### config.mk
export PLATFORM = sky130hd
export DESIGN_NAME = writeback_stage
export DESIGN_NICKNAME = d
export VERILOG_FILES = /design/src/rtl/writeback_stage.sv
export SDC_FILE = /design/constraint.sdc
export NUM_CORES = 1
export LEC_CHECK = 0
export ABC_AREA = 1
export CAP_MARGIN = 20
export CORE_MARGIN = 8
export CORE_UTILIZATION = 30
export DETAILED_ROUTE_END_ITERATION = 6
export PLACE_DENSITY_LB_ADDON = 0.2
export RECOVER_POWER = 25
export SYNTH_ARGS = -nofsm -noshare
export SYNTH_HDL_FRONTEND = slang
export SYNTH_SLANG_ARGS = --single-unit
### constraint.sdc
create_clock -name clock -period 1.2 [get_ports clock]
set_input_delay 0.3 -clock clock [delete_from_list [all_inputs] [get_ports clock]]
set_output_delay 0.3 -clock clock [all_outputs]
set_load 0.01 [all_outputs]
### src/rtl/writeback_stage.sv
// Final rv32i pipeline stage: commits ALU results directly and performs
// single-word data-memory reads for loads, driving the register_file write port.
module writeback_stage #(
    parameter int unsigned TIMEOUT_CYCLES = 16
) (
    input  logic        clock,
    input  logic        reset,
    input  logic        ex_valid,
    output logic        ex_ready,
    input  logic [4:0]  ex_rd,
    input  logic [31:0] ex_result,
    input  logic        ex_is_load,
    input  logic [2:0]  ex_funct3,
    output logic        mem_req,
    output logic [31:0] mem_addr,
    input  logic        mem_rvalid,
    input  logic [31:0] mem_rdata,
    output logic        register_file_write_enable,
    output logic [4:0]  rd,
    output logic [31:0] rd_value,
    output logic        misaligned_error,
    output logic        timeout_error
);

    localparam int unsigned CNT_W   = $clog2(TIMEOUT_CYCLES);
    localparam int unsigned CNT_MAX = TIMEOUT_CYCLES - 1;

    typedef enum logic {
        IDLE     = 1'b0,
        MEM_WAIT = 1'b1
    } state_t;

    state_t             state;
    logic [CNT_W-1:0]   wait_count;
    logic [4:0]         load_rd;
    logic [2:0]         load_funct3;
    logic [1:0]         load_offset;
    logic               accept;

    // Illegal funct3 or a halfword/word address not naturally aligned.
    function automatic logic is_bad_load(input logic [2:0] funct3, input logic [1:0] offset);
        logic bad;
        case (funct3)
            3'd0, 3'd4: bad = 1'b0;
            3'd1, 3'd5: bad = offset[0];
            3'd2:       bad = (offset != 2'd0);
            default:    bad = 1'b1;
        endcase
        return bad;
    endfunction

    function automatic logic [31:0] extract(input logic [2:0] funct3, input logic [1:0] offset,
                                            input logic [31:0] word);
        logic [31:0] byte_shift;
        logic [31:0] half_shift;
        logic [31:0] value;
        byte_shift = word >> {offset, 3'b000};
        half_shift = word >> {offset[1], 4'b0000};
        case (funct3)
            3'd0:    value = {{24{byte_shift[7]}}, byte_shift[7:0]};
            3'd1:    value = {{16{half_shift[15]}}, half_shift[15:0]};
            3'd4:    value = {24'd0, byte_shift[7:0]};
            3'd5:    value = {16'd0, half_shift[15:0]};
            default: value = word;
        endcase
        return value;
    endfunction

    assign ex_ready = (state == IDLE) && !reset;
    assign accept   = ex_valid && ex_ready;

    always_ff @(posedge clock) begin
        if (reset) begin
            state                      <= IDLE;
            wait_count                 <= '0;
            load_rd                    <= '0;
            load_funct3                <= '0;
            load_offset                <= '0;
            mem_req                    <= 1'b0;
            mem_addr                   <= '0;
            register_file_write_enable <= 1'b0;
            rd                         <= '0;
            rd_value                   <= '0;
            misaligned_error           <= 1'b0;
            timeout_error              <= 1'b0;
        end else begin
            // Strobes default low so each pulse lasts exactly one cycle.
            register_file_write_enable <= 1'b0;
            misaligned_error           <= 1'b0;
            timeout_error              <= 1'b0;
            case (state)
                IDLE: begin
                    if (accept) begin
                        if (!ex_is_load) begin
                            register_file_write_enable <= (ex_rd != 5'd0);
                            rd                         <= ex_rd;
                            rd_value                   <= ex_result;
                        end else if (is_bad_load(ex_funct3, ex_result[1:0])) begin
                            misaligned_error <= 1'b1;
                        end else begin
                            load_rd     <= ex_rd;
                            load_funct3 <= ex_funct3;
                            load_offset <= ex_result[1:0];
                            mem_req     <= 1'b1;
                            mem_addr    <= {ex_result[31:2], 2'b00};
                            wait_count  <= '0;
                            state       <= MEM_WAIT;
                        end
                    end
                end
                MEM_WAIT: begin
                    // Returning data takes priority over a simultaneous timeout.
                    if (mem_rvalid) begin
                        mem_req                    <= 1'b0;
                        register_file_write_enable <= (load_rd != 5'd0);
                        rd                         <= load_rd;
                        rd_value                   <= extract(load_funct3, load_offset, mem_rdata);
                        wait_count                 <= '0;
                        state                      <= IDLE;
                    end else if (wait_count == CNT_W'(CNT_MAX)) begin
                        mem_req       <= 1'b0;
                        timeout_error <= 1'b1;
                        wait_count    <= '0;
                        state         <= IDLE;
                    end else begin
                        wait_count <= wait_count + CNT_W'(1);
                    end
                end
                default: state <= IDLE;
            endcase
        end
    end

endmodule
==> results.toml, run 1 <==
[sta]
fin_tns_setup_ns = -10.04
maxSlewViolCount = 0
period_minus_slack_ns = 1.39
fin_skew_ns = 0.00773
setup_viol = 82
hold_viol = 0
fin_crit_sh = 1.16
rsz0062_at_grt = "true"
fin_ws_ns = -0.188
fmax_mhz = 720

[power]
p_per_area_nw_per_um2 = 1110
p_leak_nw = 3.07
ir_drop_mv = 0.783
power_w = 0.00767

[die]
io_pins = 151
die_height_um = 135
start_util = 0.308
core_um2 = 13900
dieArea_um2 = 18300
die_width_um = 135
fp-row-count = 43

[route]
vias = 4903
vias_per_cell = 4.84
drt-total-wl_mm = 17.6
first_pass_iters = 5
antenna_left = 0
remaining_drc_errors = 0
wl_per_cell_um = 17.4
drtIter0Drc = 322

[finish]
nFillCells = 1365
area_delta_synth_final_pct = 61.7
final_nets = 906
final_cells = 1013
post-route-util = 0.498
antenna_cells = 0
final_layout_size_suffix_gt1_frac = 0.321

[synth]
avgSynthCellArea_um2 = 6.92
ys.warnings.count = 0
yosys.area.top_type = "dfxtp_1"
synth_area_leaders = "dfxtp_1, nand2_1, o21ai_0"
synth_cell_type_count = 33
synthCells = 618
syn_area_um2 = 4280
yosysSeqAreaShare = 0.403
synth_top_area_share = 0.403
ys_ff_latch = 86

[setup_path]
arrival_ns = 1.67
start_kind = "flip-flop"
cp_slowest_stage_delay_ns = 0.37
path_buf_inv = 2
cp_top_family = "compound AO/OA/AOI/OAI gates"
rr_worst_depth = 7
endpoint_kind = "flip-flop"
crit_type = "flip-flop to flip-flop"
crit_path_cell_trace = "nor2_4, nand2_4, o21ai_4, buf_6, clkbuf_16, o21ai_0, a21oi_1"
slowest_stage = "dfxtp_4"
cp_max_fo = 13
worst-path-stages = 7
crit_required_ns = 1.48

[min_path]
hold_class = "primary input to flip-flop"
hold_depth = 4

[global_route]
gr-total-overflow = 0
grt_pass1_wl_mm = 25.9
grt_pass1_vias = 4907
antenna_found_initial = 0
grt_max_degree = 51
grtUsageTotal = 0.179

[status]
failed_checks = "setup timing"
status = "complete, but fails checks"

[placement]
preCtsSetupSlack_ns = -0.660
gp_congestion = 0.814
dp_cells = 971
place.port_buffers = 148
place_hpwl_mm = 12.2

[clocking]
path_clk_slew_ns = 0.07
clock_latency_ns = 0.35
cts.path.max_buffers = 2
cts_hold_buffers = 0
cts_tree = "yes"
clock_sinks = 86
clockRootBuffer = "clkbuf_16"
h-tree-depth = 3
cts_buffers = 9

[flow_run]
maxCapViolations = 0
per-layer routing:
layer / track usage / vias up / part of all wire
met2: 0.313 / 144 / 0.50
met4: 0.0586 / 0 / 0.015
met1: 0.208 / 2276 / 0.42
li1: - / 2468 / -
met5: 0 / - / 0
met3: 0.0460 / 15 / 0.066
cell usage after synthesis (all sizes together):
cell      n
nand3b    1
clkbuf   11
a211oi    1
nor2     79
a41o      1
o21ai    86
inv      40
dfxtp    86
a31oi     5
o21a      7
a21oi    79
ha        1
nor4      1
buf      31
nand4     2
nand2   132
nor3      2
nand3    37
or2      14
conb      1
and2      1
sequential cells by signal (all words and copies together) (netlist names):
signal	cells
mem_addr	30
state	1
misaligned_error	1
load_offset	2
rd_value	32
mem_req	1
timeout_error	1
load_rd	5
load_funct3	3
rd	5
wait_count	4
register_file_write_enable	1
worst reg2reg max path, delay by kind of cell, from the launching register on:
| kind | cells | cell delay, ns |
|---|---|---|
| buffers and inverters | 2 | 0.35 |
| and+or+nand+nor | 2 | 0.22 |
| AOI/OAI and AO/OA | 3 | 0.39 |
| DFF | 1 | 0.37 |
path summary, 6_finish.rpt:
check	start	end	slack, ns
hold / removal	ex_funct3[2]	load_funct3[2]	0.37
setup reg to reg	state	rd_value[8]	-0.19
hold reg to reg	mem_req	mem_req	0.46
setup / recovery	state	rd_value[8]	-0.19
cells by family (layout without fill, tap and decap cells):
group | after synthesis | in the layout | share of synthesized area
other cells | 1 | 2 | 0.000877
simple gates | 269 | 270 | 0.272
compound gates | 179 | 179 | 0.226
buf+inv | 82 | 295 | 0.0957
flops | 86 | 86 | 0.403
fa+ha+maj | 1 | 1 | 0.00293
layout by cell type, fill, tap and decap left out, drive strengths merged:
| cell type | instances |
|---|---|
| clkinv | 4 |
| dlymetal6s2s | 3 |
| nand3b | 1 |
| and2 | 1 |
| buf | 140 |
| nor2 | 79 |
| nand4 | 2 |
| nor3 | 2 |
| a21oi | 79 |
| nand2 | 132 |
| clkinvlp | 1 |
| a31oi | 5 |
| clkdlybuf4s50 | 68 |
| or2 | 14 |
| o21ai | 86 |
| conb | 2 |
| nor4 | 1 |
| a41o | 1 |
| o21a | 7 |
| bufinv | 2 |
| a211oi | 1 |
| inv | 39 |
| nand3 | 38 |
| clkbuf | 33 |
| dfxtp | 86 |
| ha | 1 |
| dlygate4sd2 | 5 |
repair_timing:
item | 4_1_cts | 5_1_grt
buffers inserted | 8 | 9
cloned | 2 | 8
pin swaps | 3 | 5
endpoints found under the setup margin | 157 | 88
gates resized for setup | 364 | 91
through the flow:
step                instance area, um2  hold slack (ns)
floorplan                         4280            0.369
global placement                  6290            0.455
detailed placement                6290            0.461
CTS                               6430            0.395
global route                      6910            0.398
finish                            6910            0.374
power by group:
group / total (W) / internal (W) / switching (W)
clock network: 0.00300 / 0.00182 / 0.00118
logic: 0.00160 / 0.000784 / 0.000812
registers: 0.00307 / 0.00299 / 0.0000785
layout make-up:
class                           instances  area, um2  area share
Multi-Input combinational cell        452       2380       0.344
Timing Repair Buffer                  239       2070       0.300
Sequential cell                        86       1740       0.251
Clock buffer                           10        229      0.0331
Tap cell                              180        225      0.0326
Inverter                               40        183      0.0264
Clock inverter                          6       86.3      0.0125
(Power assumes the default switching activity.)
==> run 2, diff against run 1 <==
--- a/config.mk
+++ b/config.mk
@@ -11,5 +11,5 @@
 export CORE_UTILIZATION = 30
 export DETAILED_ROUTE_END_ITERATION = 6
-export PLACE_DENSITY_LB_ADDON = 0.2
+export PLACE_DENSITY_LB_ADDON = 0.12
 export RECOVER_POWER = 25
 export SYNTH_ARGS = -nofsm -noshare
==> constraint.sdc (replaced) <==
create_clock -name clock -period 1.2 [get_ports clock]
set_input_delay 0.3 -clock clock [delete_from_list [all_inputs] [get_ports clock]]
set_output_delay 0.3 -clock clock [all_outputs]
set_load 0.05 [all_outputs]
==> results.toml, run 2 (synthesized netlist as in run 1, its figures left out) <==
[die]
die_height_um = 135
dieArea_um2 = 18300
core_um2 = 13900
io_pins = 151
fp-row-count = 43
die_width_um = 135
start_util = 0.308

[route]
antenna_left = 0
remaining_drc_errors = 0
drtIter0Drc = 215
vias_per_cell = 4.75
drt-total-wl_mm = 17.0
vias = 4793
wl_per_cell_um = 16.9
first_pass_iters = 5

[finish]
final_nets = 901
seq_area_um2 = 1820
regMostFlops = "rd_value"
layout_common_cells = "nand2_1, nor2_1, clkdlybuf4s50_1, buf_12, dfxtp_2"
final_common_cell = "nand2_1"
final_cells = 1008
largest_reg_flops = 32
multi_input_area_um2 = 2500
antenna_cells = 0
final_layout_size_suffix_gt1_frac = 0.425
area_delta_synth_final_pct = 90.1
postLayoutCellArea_um2 = 8130
nFillCells = 1264
reg_top3 = "rd_value x32, mem_addr x30"

[global_route]
grt_pass1_wl_mm = 25.4
grtUsageTotal = 0.179
gr-total-overflow = 0
grt_max_degree = 37
grt_pass1_vias = 4712
antenna_found_initial = 0

[placement]
place_hpwl_mm = 12.5
dp_cells = 977
preCtsSetupSlack_ns = -0.643
place.port_buffers = 148
place_area_um2 = 7150
gp_congestion = 0.871

[sta]
fin_tns_setup_ns = -10.22
fmax_mhz = 721
fin_crit_sh = 1.16
maxSlewViolCount = 0
rsz0062_at_grt = "true"
period_minus_slack_ns = 1.39
hold_viol = 0
fin_ws_ns = -0.187
setup_viol = 83
fin_skew_ns = 0.0111

[setup_path]
slowest_stage = "clkdlybuf4s50_1"
path_common_cell = "buf_12"
crit_required_ns = 1.43
start_kind = "primary input"
arrival_ns = 1.62
path_buf_inv = 4
endpoint_kind = "flip-flop"
cp_max_fo = 8
crit_type = "primary input to flip-flop"
crit_path_cell_trace = "clkdlybuf4s50_1, nand2_4, o21ai_4, buf_12, buf_12, clkbuf_16, a31oi_4"
cp_slowest_stage_delay_ns = 0.53
cp_top_family = "buffers and inverters"

[clocking]
cts_buffers = 9
clockRootBuffer = "clkbuf_16"
cts.path.max_buffers = 2
path_clk_slew_ns = 0.06
cts_tree = "yes"
cts_hold_buffers = 0
h-tree-depth = 3
clock_sinks = 86
clock_latency_ns = 0.35

[power]
p_seq_frac = 0.382
switchingPower_w = 0.00260
swShare = 0.314
power.share.clock = 0.326
p_leak_nw = 3.33
p_per_area_nw_per_um2 = 1020
ir_drop_mv = 0.803
comb_power_share = 0.292
power_w = 0.00827
p_int_w = 0.00567

[status]
failed_checks = "setup timing"
status = "complete, but fails checks"

[flow_run]
maxCapViolations = 0

[min_path]
hold_class = "primary input to flip-flop"
run 2: repair_timing:
action	4_1_cts	5_1_grt
pin swaps	4	21
buffers inserted	2	3
cloned	3	7
endpoints found under the setup margin	113	124
resized for setup	60	150
run 2: path summary, 6_finish.rpt:
kind	from	endpoint	slack, ns	cells past startpoint
worst max-delay path	ex_valid	rd[4]	-0.19	7
worst min-delay path	ex_funct3[0]	load_funct3[0]	0.38	4
worst max register to register	state	rd[4]	-0.18	7
worst min register to register	mem_addr[10]	mem_addr[10]	0.47	2
run 2: through the flow:
| stage | utilization | hold slack [ns] |
|---|---|---|
| CTS | 0.552 | 0.456 |
| global route | 0.586 | 0.399 |
| floorplan | - | 0.369 |
| global placement | 0.515 | 0.460 |
| finish | 0.586 | 0.375 |
| detailed placement | 0.515 | 0.472 |
run 2: tightest hold or removal path: cells and delay by family:
family | cells | cell delay (ns)
buffers and inverters | 2 | 0.25
AOI/OAI and AO/OA | 2 | 0.13
run 2: final cells by class:
cell class                      instances  share of cell area
Clock buffer                           10              0.0294
Clock inverter                          6             0.00554
Inverter                               40              0.0212
Multi-Input combinational cell        451               0.308
Sequential cell                        86               0.224
Tap cell                              180              0.0277
Timing Repair Buffer                  235               0.384
run 2: power groups by stage:
stage	Clock, W	Combinational [W]	Sequential, W
CTS	0.00276	0.00224	0.00315
finish	0.00269	0.00242	0.00316
global placement	0	0.00216	0.00320
floorplan	0	0.000611	0.00354
detailed placement	0	0.00217	0.00320
global route	0.00293	0.00256	0.00317
run 2: metal layers:
layer	global-route usage	wire [um]
met5	0	0
met4	0.0561	320
met3	0.0568	1020
met2	0.319	8750
met1	0.197	6920
